## src/rtl/phy_reg_state.sv

```systemverilog
// Rename-stage state: speculative and committed rename maps, per-register
// physical-copy allocation bitmap and write-back bitmap.
module phy_reg_state #(
    parameter int RB = 2,
    parameter int RP = 4   // must equal 2**RB: bit RP*i+k is addressed as {i, k}
) (
    input  logic                CLK,
    input  logic                RSTn,
    input  logic [RB*32-1:0]    rnAct_X_dnxt,
    output logic [RB*32-1:0]    rnAct_X_qout,
    input  logic [32*RP-1:0]    rnBufU_rename_set,
    output logic [32*RP-1:0]    rnBufU_qout,
    input  logic [32*RP-1:0]    wbLog_writeb_set,
    output logic [32*RP-1:0]    wbLog_qout,
    output logic [RB*32-1:0]    archi_X_qout,
    input  logic                commit_vaild,
    input  logic [5+RB-1:0]     commit_rd,
    input  logic                commit_abort
);

    localparam int NB = 32 * RP;

    function automatic logic [NB-1:0] copy0_bits();
        logic [NB-1:0] m;
        m = '0;
        for (int i = 0; i < 32; i++) m[RP*i] = 1'b1;
        return m;
    endfunction

    localparam logic [NB-1:0] RESET_BITS = copy0_bits();

    logic [RB*32-1:0] rn_act_q, rn_act_d;
    logic [RB*32-1:0] archi_x_q, archi_x_d;
    logic [NB-1:0]    rn_buf_q, rn_buf_d;
    logic [NB-1:0]    wb_log_q, wb_log_d;

    logic [4:0]       commit_r;
    logic [RB-1:0]    commit_k;
    logic [RB-1:0]    commit_old;
    logic [NB-1:0]    free_mask;
    logic [NB-1:0]    flush_bits;

    always_comb begin
        commit_r   = commit_rd[5+RB-1:RB];
        commit_k   = commit_rd[RB-1:0];
        commit_old = archi_x_q[RB*int'(commit_r) +: RB];

        // One-hot decode of the committed map: the state a flush restores.
        flush_bits = '0;
        for (int i = 0; i < 32; i++) begin
            flush_bits[RP*i + int'(archi_x_q[RB*i +: RB])] = 1'b1;
        end

        free_mask = '0;
        archi_x_d = archi_x_q;
        rn_act_d  = rnAct_X_dnxt;
        rn_buf_d  = rn_buf_q;
        wb_log_d  = wb_log_q;

        if (commit_abort) begin
            rn_act_d = archi_x_q;
            rn_buf_d = flush_bits;
            wb_log_d = flush_bits;
        end else begin
            if (commit_vaild) begin
                archi_x_d[RB*int'(commit_r) +: RB] = commit_k;
                if (commit_old != commit_k) free_mask[{commit_r, commit_old}] = 1'b1;
            end
            rn_buf_d = (rn_buf_q & ~free_mask) | rnBufU_rename_set;
            // A reallocated copy starts unwritten unless written back this same cycle.
            wb_log_d = (wb_log_q & ~free_mask & ~rnBufU_rename_set) | wbLog_writeb_set;
        end
    end

    always_ff @(posedge CLK or negedge RSTn) begin
        if (!RSTn) begin
            rn_act_q  <= '0;
            archi_x_q <= '0;
            rn_buf_q  <= RESET_BITS;
            wb_log_q  <= RESET_BITS;
        end else begin
            rn_act_q  <= rn_act_d;
            archi_x_q <= archi_x_d;
            rn_buf_q  <= rn_buf_d;
            wb_log_q  <= wb_log_d;
        end
    end

    assign rnAct_X_qout = rn_act_q;
    assign archi_X_qout = archi_x_q;
    assign rnBufU_qout  = rn_buf_q;
    assign wbLog_qout   = wb_log_q;

endmodule

```

## config.mk

```make
export PLATFORM = sky130hd
export DESIGN_NAME = phy_reg_state
export DESIGN_NICKNAME = d
export VERILOG_FILES = /design/src/rtl/phy_reg_state.sv
export SDC_FILE = /design/constraint.sdc
export NUM_CORES = 1
export LEC_CHECK = 0
export BUFFER_PORTS_ARGS = -buffer_cell sky130_fd_sc_hd__buf_2
export CAP_MARGIN = 40
export CORE_AREA = 5 5 273 275
export DETAILED_ROUTE_END_ITERATION = 6
export DIE_AREA = 0 0 278 280
export MAX_ROUTING_LAYER = met4
export PLACE_DENSITY_LB_ADDON = 0.05
export SLEW_MARGIN = 20
export SYNTH_ARGS = -nofsm -noshare
export SYNTH_HDL_FRONTEND = slang
export SYNTH_SLANG_ARGS = --single-unit
```

## constraint.sdc

```tcl
create_clock -name CLK -period 2.9 [get_ports CLK]
set_input_delay 0.29 -clock CLK [delete_from_list [all_inputs] [get_ports CLK]]
set_output_delay 0.29 -clock CLK [all_outputs]
set_load 0.005 [all_outputs]
```

* Word-level counts from Yosys, hierarchy flattened
Cells that the tools add are included.
** Operators by class
- Add/subtract/negate cells :: 32
- Magnitude comparators :: 66
- Equality and inequality tests :: 1
- Shift-type cells :: 3
- Multiplexer cells :: 73
- Bitwise operators :: 39
- Reduce and logical (&&, ||, !) cells :: 34
** Operator list (number)
- $or A128 B128 Y128 :: 32
- $mux W128 :: 5
- $and A128 B128 Y128 :: 3
- $not A128 Y128 :: 2
- $demux W1 S7 :: 32
- $add A7 B2 Y8 const A :: 16
- $ge A8 B1 Y1 const B :: 16
- $lt A8 B8 Y1 const B :: 16
- $or A4 B128 Y128 :: 1
- $lt A7 B8 Y1 const B :: 9
- $bwmux W64 :: 1
- $mux W64 :: 1
- $shift A2 B33 Y64 const A :: 1
- $shiftx A2 B33 Y64 :: 1
- $shiftx A64 B7 Y2 :: 1
- $ge A7 B1 Y1 const B :: 9
- $add A6 B2 Y7 const A :: 8
- $logic_and A1 B1 Y1 :: 33
- $mux W1 :: 33
- $neg A6 Y33 :: 1
- $lt A6 B8 Y1 const B :: 4
- $add A5 B2 Y6 const A :: 4
- $ge A6 B1 Y1 const B :: 4
- $lt A5 B8 Y1 const B :: 2
- other kinds (11) :: 13
** Word-level totals
- Register bits :: 384
- Bits of input ports :: 331
- Output and inout bits :: 384
- Word-level logic and storage cells :: 252

* Longest topological paths before layout
- Depth in word-level cells :: 37
- Gate-level depth with buffers :: 13
- Depth with buffers taken out :: 9

* Worst setup path before layout
Ideal clock, no wire load.
- Path type :: input port to flip-flop
- From :: input commit_rd[2]
- To :: register archi_x_q[41], in the netlist archi_X_qout[41]
- Library setup time :: 125 ps
- Arrival :: 3062 ps
- Required time :: 2775 ps
- Path slack :: -287 ps
- Stages :: 10
- Path buffers :: 4
- Path through :: buf_2 -> buf_4 -> clkinv_1 -> clkbuf_1 -> ha_1 -> clkbuf_1 -> nor3_1 -> nor4b_1 -> nand3_1 -> mux2_2
** On the way
- Longest elaborated chain between the ends :: 3
- Elaborated cells on any way between the ends :: 4
- Those cells by class :: add/sub (1); shift (2); mux (1)
** RTL lines
- start, declared :: RTL line 17 : input logic [5+RB-1:0] commit_rd,
- $neg A6 Y33 (*) :: RTL line 66 : archi_x_d[RB*int'(commit_r) +: RB] = commit_k;
- $shiftx A2 B33 Y64 / $shift A2 B33 Y64 (equally long branches) :: RTL line 66
- $bwmux W64 (*) :: RTL line 66
- end signal, assigned :: RTL line 83 : archi_x_q <= archi_x_d;
- end, declared :: RTL line 33 : logic [RB*32-1:0] archi_x_q, archi_x_d;
Mark *: on every way between the ends. The rest lies on a longest branch, timed or not.
A chain may end at the register's enable or synchronous reset.

* Final worst setup path
- From :: register archi_x_q[14], in the netlist archi_X_qout[14]
- To :: register rn_buf_q[50], in the netlist rnBufU_qout[50]
** On the way
- Longest elaborated chain between the ends :: 31
- Elaborated cells on any way between the ends :: 45
- Those cells by class :: add/sub (1); order compare (4); eq/ne (1); shift (1); mux (8); bitwise (28); reduce/logical (2)
** RTL lines
- $add A5 B2 Y6 :: RTL line 51 : flush_bits[RP*i + int'(archi_x_q[RB*i +: RB])] = 1'b1;
- $lt A6 B8 Y1 (implied by the code) / $ge A6 B1 Y1 (equally long branches) :: RTL line 51
- $logic_and A1 B1 Y1 (implied by the code) :: RTL line 51
- $mux W1 (implied by the code) :: RTL line 51
- $demux W1 S7 :: RTL line 51
- $or A128 B128 Y128 (no source line) (25 in series)
- $mux W128 (*) :: RTL line 60 : if (commit_abort) begin
- named net rn_buf_d[50] :: RTL line 34 : logic [NB-1:0] rn_buf_q, rn_buf_d;
- end signal, assigned :: RTL line 84 : rn_buf_q <= rn_buf_d;
- end, declared :: RTL line 34
The timed path passes the listed nets; every way through them passes the cells marked *. The select of a mux whose other input is x is not followed.

==> summary.txt <==
Status: complete, no violations
Min-delay worst type: input port to flip-flop
Die height: 280 um
Post-synth top cells: o21ai_0, dfrtp_1, nand2_1
Placed inst area: 24900 um^2
Cell depth of the worst hold path: 3
Antenna Nets Post-Route: 0
Seq/Total Area, Yosys: 51.6%
Slew HR: 46.7%
Gr ovfl total: 0
Ys async rst share: 100%
MaxCap Viol Count: 0
Setup crit end kind: flip-flop
Layout Skew: 20.5 ps
Fraction of layout cells with a size suffix above 1: 37.7%
H-tree depth: 2
CP max FO: 6
Mapped Cells: 1988
Vias in the first global route: 21465
Critical Path AT: 3360 ps
Area growth syn-to-layout: 57.5%
Routability cong.: 0.919
# rows: 99
Tightest Pin Transition: 800 ps
Leakage: 14.0 nW
Nets: 3472
Critical Setup Path Class: flip-flop to flip-flop
CTS tree: done
GRT Util Overall: 26.6%
Largest net degree at the start of global routing: 167
Vias per std cell: 5.00
Number of synthesis warnings: 0
Synth top area share: 42.7%
I/O Buffers: 714
Netlist cell types: 42
Post-synth top flop: dfrtp_1
Clk_lat worst skew: 600 ps
Synth Register Bits: 384
Fin crit share: 99.5%
Number of synthesized flops with an enable pin: 0
Pwr Density: 522 nW/um^2
Peak supply drop: 0.000392 V
Num CTS Buffers: 49
Post-Route WL: 106 mm
Total power: 15.4 mW
Syn Area/Cell: 9.44 um^2
HPWL after DPL: 79.0 mm
First-pass GRT wire length: 150 mm
Die Area: 77800 um^2
Synth top area cells: dfrtp_1, o21ai_0, dfstp_2
Reg clk slew, reported paths: 60 ps
Worst path required time: 3370 ps
Syn_nets: 2324
Startpoint Class: flip-flop
Synthesized area: 18800 um^2
Clock tree buffer depth: 3
Setup TNS: 0 ps
Achievable Freq: 0.346 GHz
Final-report hold violation count: 0
DRC Markers: 0
Wire per inst: 25.5 um
Initial DRC Count: 1558
Vias: 20704
Finished Cell Area: 29600 um^2
Root buffer cell: clkbuf_16
Total core area: 72100 um^2
Area leader, netlist: dfrtp_1
Initial core utilization: 26.0%
Chip width: 278 um
Final setup fails: 0
Minimum clock period after layout: 2890 ps
Clock sink count: 384
Drt pass-1 iters: 7
Length in cells of the worst reg-to-reg path: 5
Boundary Pins: 715
Most frequent cell after synthesis: o21ai_0
Initial antenna violation count: 13
Fin Hold WS: 26.6 ps
RSZ-0062 raised after global routing: yes
Max Slew Vio Count: 0
-- power breakdown --
| group | internal (mW) | switching [mW] |
|---|---|---|
| clock network | 3.65 | 2.50 |
| registers | 5.83 | 0.248 |
| logic | 1.40 | 1.81 |
-- metal layers --
layer	vias up	routed length, um	share of wire [%]	global-route usage, %
met1	10384	46100	44	34.8
li1	9400	-	-	-
met5	-	0	0	-
met3	144	6120	5.8	4.55
met4	0	2500	2.4	5.68
met2	776	50900	48	44.0
-- through the flow --
step                      util, %  setup slack, ps  instances
after CTS                    40.9             2.58       4131
after detailed placement     34.6             -519       3747
final                        41.0             13.1       4142
after global routing         41.0            -4.48       4140
after floorplan                 -             18.8       1988
after global placement       34.5             -497       3744
-- cell usage in the layout, fill, tap and decap left out, types with 70 or more instances in the layout --
cell and count:
mux2_2 89, buf_2 713, buf_4 180, nor3_1 92, dfrtp_1 320, inv_1 164, nor2_1 70, nand3_1 73
o21ai_0 351, nand2_1 282, dlygate4sd3_1 294
-- worst max-delay path, cell delays in order (launching register included) --
cell and delay (ps):
dfrtp_1 410, mux4_2 510, mux4_2 590, mux2_4 390, or4_1 570, a31o_2 290
-- cell type report --
type	count	area, um^2
clock inverter	11	109
sequential	384	9690
clock buffer	78	1480
tap	959	1200
fill	7389	42500
antenna	9	22.5
multi-input combinational	1325	8170
inverter	167	631
timing repair buffer	1209	8270
-- worst paths after layout --
| check | startpoint | endpoint | slack [ps] |
|---|---|---|---|
| min | rnAct_X_dnxt[39] | rnAct_X_qout[39]$_DFF_PN0_ | 30 |
| max | archi_X_qout[14]$_DFFE_PN0P_ | rnBufU_qout[50]$_DFF_PN0_ | 10 |
| min in group asynchronous | RSTn | rnAct_X_qout[57]$_DFF_PN0_ | 210 |
| min reg2reg | rnBufU_qout[44]$_DFF_PN1_ | rnBufU_qout[44]$_DFF_PN1_ | 470 |
| max in group asynchronous | RSTn | rnBufU_qout[52]$_DFF_PN1_ | 1720 |
| max reg2reg | archi_X_qout[14]$_DFFE_PN0P_ | rnBufU_qout[50]$_DFF_PN0_ | 10 |
-- kinds of logic (layout without fill, tap and decap cells) --
family | after synthesis | after routing | synth area share (%)
compound gates | 553 | 553 | 17.7
xor+xnor | 2 | 2 | 0.0933
fa+ha+maj | 5 | 5 | 0.333
buf+inv | 281 | 1465 | 5.79
flops | 384 | 384 | 51.6
mux | 118 | 120 | 8.24
other cells | 0 | 9 | 0
simple gates | 645 | 645 | 16.2
-- timing repair --
| item | 4_1_cts | 5_1_grt |
|---|---|---|
| hold buffers | 294 | 0 |
| setup endpoints to repair | 9 | 40 |
| cloned | 1 | 1 |
| pin swaps | 0 | 1 |
| gates resized for setup | 4 | 7 |
| hold endpoints to repair | 334 | 0 |
| buffers inserted | 0 | 0 |
-- sequential cells by signal (all words and copies together) (netlist names) --
signal and flops:
rnBufU_qout 128, wbLog_qout 128, archi_X_qout 64, rnAct_X_qout 64
Power figures use the tool's default switching activity.
